--- src/rtl/sensor_emu_ctl.sv ---
// Run controller for the sensor-emulator frame generator: start/stop/budget
// sequencing, frame request lines, per-frame pattern stream and frame counters.
module sensor_emu_ctl #(
    parameter int PATTERN_WIDTH = 32,
    parameter int COUNT_WIDTH   = 32
) (
    input  logic                     clk,
    input  logic                     resetn,
    input  logic                     start,
    input  logic                     stop,
    input  logic [COUNT_WIDTH-1:0]   frame_count,
    input  logic                     use_rs256,
    input  logic [1:0]               pattern_mode,
    input  logic [PATTERN_WIDTH-1:0] pattern_seed,
    output logic                     gen_enable,
    output logic                     rs0,
    output logic                     rs256,
    input  logic                     gen_sof,
    input  logic                     gen_eof,
    output logic [PATTERN_WIDTH-1:0] PATTERN_TDATA,
    output logic                     PATTERN_TVALID,
    input  logic                     PATTERN_TREADY,
    output logic                     busy,
    output logic [COUNT_WIDTH-1:0]   frames_started,
    output logic [COUNT_WIDTH-1:0]   frames_done,
    output logic                     done,
    output logic                     underflow
);

    typedef enum logic [1:0] {
        ST_IDLE  = 2'd0,
        ST_RUN   = 2'd1,
        ST_DRAIN = 2'd2
    } state_t;

    state_t                   state_q, state_d;
    logic                     sof_q, eof_q;
    logic [COUNT_WIDTH-1:0]   budget_q, budget_d;
    logic                     sel_q, sel_d;
    logic [1:0]               mode_q, mode_d;
    logic                     req_q, req_d;
    logic                     active_q, active_d;
    logic [PATTERN_WIDTH-1:0] tdata_q, tdata_d;
    logic [COUNT_WIDTH-1:0]   started_q, started_d;
    logic [COUNT_WIDTH-1:0]   fdone_q, fdone_d;
    logic                     done_q, done_d;
    logic                     underflow_q, underflow_d;

    logic                     sof_rise, eof_fall;
    logic [COUNT_WIDTH-1:0]   started_inc;
    logic [PATTERN_WIDTH-1:0] pat_rot;
    logic [PATTERN_WIDTH-1:0] pat_next;

    assign sof_rise    = gen_sof & ~sof_q;
    assign eof_fall    = ~gen_eof & eof_q;
    assign started_inc = started_q + COUNT_WIDTH'(1);

    // Rotate-left-by-one: MSB wraps into bit 0.
    assign pat_rot[0] = tdata_q[PATTERN_WIDTH-1];
    generate
        for (genvar gi = 1; gi < PATTERN_WIDTH; gi++) begin : g_rot
            assign pat_rot[gi] = tdata_q[gi-1];
        end
    endgenerate

    always_comb begin
        pat_next = tdata_q;
        case (mode_q)
            2'd1:    pat_next = tdata_q + PATTERN_WIDTH'(1);
            2'd2:    pat_next = pat_rot;
            default: pat_next = tdata_q;
        endcase
    end

    always_comb begin
        state_d     = state_q;
        budget_d    = budget_q;
        sel_d       = sel_q;
        mode_d      = mode_q;
        req_d       = req_q;
        active_d    = active_q;
        tdata_d     = tdata_q;
        started_d   = started_q;
        fdone_d     = fdone_q;
        done_d      = 1'b0;
        underflow_d = underflow_q | (PATTERN_TREADY & ~active_q);

        if (active_q && PATTERN_TREADY) begin
            tdata_d = pat_next;
        end

        // Frame markers are tracked for the whole run, including the drain.
        if (state_q != ST_IDLE) begin
            if (sof_rise) begin
                started_d = started_inc;
            end
            if (eof_fall) begin
                fdone_d = fdone_q + COUNT_WIDTH'(1);
            end
        end

        case (state_q)
            ST_IDLE: begin
                if (start) begin
                    budget_d    = frame_count;
                    sel_d       = use_rs256;
                    mode_d      = pattern_mode;
                    tdata_d     = pattern_seed;
                    started_d   = '0;
                    fdone_d     = '0;
                    underflow_d = 1'b0;
                    active_d    = 1'b1;
                    req_d       = 1'b1;
                    state_d     = ST_RUN;
                end
            end
            ST_RUN: begin
                if (stop || (sof_rise && (budget_q != '0) && (started_inc == budget_q))) begin
                    req_d   = 1'b0;
                    state_d = ST_DRAIN;
                end
            end
            ST_DRAIN: begin
                if ((fdone_q == started_q) && !gen_sof && !gen_eof) begin
                    done_d   = 1'b1;
                    active_d = 1'b0;
                    state_d  = ST_IDLE;
                end
            end
            default: begin
                state_d  = ST_IDLE;
                req_d    = 1'b0;
                active_d = 1'b0;
            end
        endcase
    end

    always_ff @(posedge clk or negedge resetn) begin
        if (!resetn) begin
            state_q     <= ST_IDLE;
            sof_q       <= 1'b0;
            eof_q       <= 1'b0;
            budget_q    <= '0;
            sel_q       <= 1'b0;
            mode_q      <= 2'd0;
            req_q       <= 1'b0;
            active_q    <= 1'b0;
            tdata_q     <= '0;
            started_q   <= '0;
            fdone_q     <= '0;
            done_q      <= 1'b0;
            underflow_q <= 1'b0;
        end else begin
            state_q     <= state_d;
            sof_q       <= gen_sof;
            eof_q       <= gen_eof;
            budget_q    <= budget_d;
            sel_q       <= sel_d;
            mode_q      <= mode_d;
            req_q       <= req_d;
            active_q    <= active_d;
            tdata_q     <= tdata_d;
            started_q   <= started_d;
            fdone_q     <= fdone_d;
            done_q      <= done_d;
            underflow_q <= underflow_d;
        end
    end

    assign gen_enable     = active_q;
    assign PATTERN_TVALID = active_q;
    assign busy           = active_q;
    assign rs0            = req_q & ~sel_q;
    assign rs256          = req_q & sel_q;
    assign PATTERN_TDATA  = tdata_q;
    assign frames_started = started_q;
    assign frames_done    = fdone_q;
    assign done           = done_q;
    assign underflow      = underflow_q;

endmodule

--- config.mk ---
export PLATFORM = sky130hd
export DESIGN_NAME = sensor_emu_ctl
export DESIGN_NICKNAME = d
export VERILOG_FILES = /design/src/rtl/sensor_emu_ctl.sv
export SDC_FILE = /design/constraint.sdc
export NUM_CORES = 1
export LEC_CHECK = 0
export BUFFER_PORTS_ARGS = -buffer_cell sky130_fd_sc_hd__clkbuf_2
export CAP_MARGIN = 5
export CORE_MARGIN = 2
export CORE_UTILIZATION = 47
export DETAILED_ROUTE_END_ITERATION = 8
export GPL_ROUTABILITY_DRIVEN = 0
export PLACE_DENSITY_LB_ADDON = 0.08
export SYNTH_ARGS = -nofsm -noshare
export SYNTH_HDL_FRONTEND = slang
export SYNTH_SLANG_ARGS = --single-unit
--- constraint.sdc ---
create_clock -name clk -period 4.11 [get_ports clk]
set_input_delay 1.0275 -clock clk [delete_from_list [all_inputs] [get_ports clk]]
set_output_delay 1.0275 -clock clk [all_outputs]
set_load 0.01 [all_outputs]
==> run summary <==
via/cell ratio: 5.69
Finished Layout Cells: 1407
worst slew pin tran: 0.845 ns
yosys warns: 0
Mean Syn Cell Area: 8.41 um^2
R2R Path End: state_q[0]
cts hold-fix bufs: 0
crit end category: register
I/O pin cnt: 177
crit share post-route: 74.7%
final setup TNS: 0 ns
postcts setup bufs: 0
R2R setup slack: 1.04 ns
critical path depth: 8
Worst Path Required: 4.37 ns
number of buffers added on ports: 176
TritonCTS Sinks: 139
crit path cell chain: and4_1, nand4_4, nor3_1, xnor2_1, nand4_1, nor4_1, a41o_1, o21ai_0
first-pass iteration count of the detailed router: 5
total grt overflow: 0
post-synthesis async set-or-reset flop share: 100%
Root Buffer: clkbuf_16
Max Fclk: 326 MHz
kind of critical path: reg -> reg
FP Rows: 49
Clk Latency, worst-skew pair: 0.42 ns
initial antenna violation count: 0
CP delay by family, top: simple AND/OR/NAND/NOR gates
R2R cell count: 8
CTS resizes: 0
Seq cells post-synth: 139
layout cells sized above 1: 21.0%
Die Ht: 140 um
GRT Overall Usage: 27.1%
antenna cell count: 0
Detailed Route WL: 25.5 mm
CP peak stage delay: 0.67 ns
Critical R2R Launch: frames_started[3]
Setup crit start: frames_started[3]
ranking of synthesized cells by area: dfrtp_1 (40%), nand2_1 (9.2%), o21ai_0 (6.2%)
WP buf/inv: 0
TritonCTS clock tree: yes
power density cells: 607 nW/um^2
biggest area consumer among synthesized cells: dfrtp_1
Routed Antenna Nets: 0
worst hold start: sel_q
vias: 8010
# setup viols final: 0
WL/cell: 18.1 um
Worst VDD drop: 0.330 mV
Fillers: 1741
initial core utilization: 47.9%
Post-synth EDFFs: 0
fin util: 56.3%
Hold Vio Cnt, Final: 0
H-tree Lvls: 4
most frequent cells in the layout: nand2_1 (211), clkbuf_2 (175), dfrtp_1 (139)
Max Slew Vio Count: 0
Worst Path Arrival: 3.33 ns
Synthesized Nets: 1106
Num CTS Buffers: 17
crit start category: register
FF/Latch Area: 3480 um^2
Post-route DRC: 0
largest net degree at the start of global routing: 63
unrepaired setup endpoints after global routing: no
most common cell after layout, fill and taps aside: nand2_1
vias in the first global route: 8047
Worst slew margin: 43.7%
first-pass GRT wire length: 42.6 mm
final clock skew: 0.00723 ns
maximum capacitance violations: 0
number of library cell types mapped by synthesis: 64
min-delay worst type: reg -> reg
Leak Pwr: 4.81 nW
area occupied by multi-input gates: 4690 um^2
hold slack: 0.499 ns
crit path capture: state_q[0]
fin crit period: 3.07 ns
Area Growth Syn to Fin: 17.5%
slowest CP cell: dfrtp_1
Post-Place Cells: 1375
Crit Path Max Fanout: 13
Cell Area, Synth: 8640 um^2
clk slew on worst S/H paths: 0.06 ns
Max Root-Sink Buffers: 2
Die ar.: 19500 um^2
dpl hpwl: 18.3 mm
Synth top area share: 40.3%
Post-Syn Instances: 1027
Iter 0 DRT Violations: 521
status: finished, final reports clean
Synth Flop Type: dfrtp_1
Core Region: 18000 um^2
part of the Yosys area used for sequential elements: 40.3%
Die Wd: 140 um
Final Net Count: 1244
how the worst min path moves through the flow:
stage / endpoint / slack, ns / cells past startpoint
floorplan: sel_q / 0.46 / 2
global placement: sel_q / 0.48 / 2
detailed placement: sel_q / 0.49 / 2
CTS: sel_q / 0.50 / 2
global route: underflow / 0.55 / 2
finish: sel_q / 0.50 / 2
flip-flops by register name (all words and copies together), names as in the netlist:
| name | flops |
|---|---|
| mode_q | 2 |
| sel_q | 1 |
| state_q | 2 |
| budget_q | 32 |
| sof_q | 1 |
| req_q | 1 |
| PATTERN_TVALID | 1 |
| frames_started | 32 |
| underflow | 1 |
| eof_q | 1 |
| frames_done | 32 |
| PATTERN_TDATA | 32 |
| done | 1 |
synth_stat cells (5+ instances only):
cell type / number
mux2i_1: 15
nor2b_1: 6
xnor2_1: 51
o31ai_1: 18
xor2_1: 36
a221oi_1: 11
o21ai_0: 107
a31oi_1: 19
and3_1: 17
inv_1: 16
clkbuf_1: 41
a21oi_1: 24
and2_1: 8
nand2_1: 211
buf_2: 7
clkbuf_8: 9
nor3_1: 14
buf_4: 5
ha_1: 5
nand4_1: 27
nor3b_1: 9
dfrtp_1: 139
and4_1: 6
nor2_1: 81
o211ai_1: 17
nor4_1: 17
nand3_1: 48
cells by family after synthesis:
| kind of cell | Yosys count | synth area share, % |
|---|---|---|
| adder cells (fa/ha/maj) | 5 | 0.724 |
| AO/OA/AOI/OAI | 222 | 15.7 |
| multiplexers | 15 | 1.74 |
| buffers and inverters | 87 | 5.55 |
| XOR/XNOR | 88 | 9.12 |
| AND/OR/NAND/NOR | 471 | 26.9 |
| flip-flops | 139 | 40.3 |
metal layers:
layer  wire length [um]  share of wire, %  track usage, %
met1              10900                43            34.7
met2              12700                50            46.5
met3               1380               5.4            5.68
met4                430               1.7            7.95
met5                  0                 0               0
worst min-delay path: cells and delay by family, from the launching register on:
| family | cells | cell delay, ns |
|---|---|---|
| AND/OR/NAND/NOR | 2 | 0.12 |
| flip-flops | 1 | 0.36 |
layout make-up:
class / count / share of cell area [%]
clock buffer: 18 / 4.32
clock inverter: 14 / 1.90
inverter: 16 / 0.591
multi-input combinational: 801 / 46.2
sequential: 139 / 34.3
tap: 229 / 2.82
timing repair buffer: 190 / 9.89
power by group:
| group | internal, mW | total [mW] | switching (mW) |
|---|---|---|---|
| clock | 1.03 | 1.66 | 0.630 |
| combinational | 0.879 | 2.16 | 1.28 |
| sequential | 1.74 | 2.34 | 0.591 |
| total | 3.66 | 6.16 | 2.50 |
through the flow:
stage / instance area (um^2) / worst slack [ns] / power, mW
3_5_place_dp: 9520 / 0.791 / 4.52
3_3_place_gp: 9520 / 0.877 / 4.49
5_1_grt: 10200 / 0.765 / 6.60
6_report: 10200 / 1.04 / 6.16
4_1_cts: 10200 / 1.05 / 6.20
2_1_floorplan: 8640 / 1.26 / 3.73
Note: power is estimated with default switching activity, not from simulation.
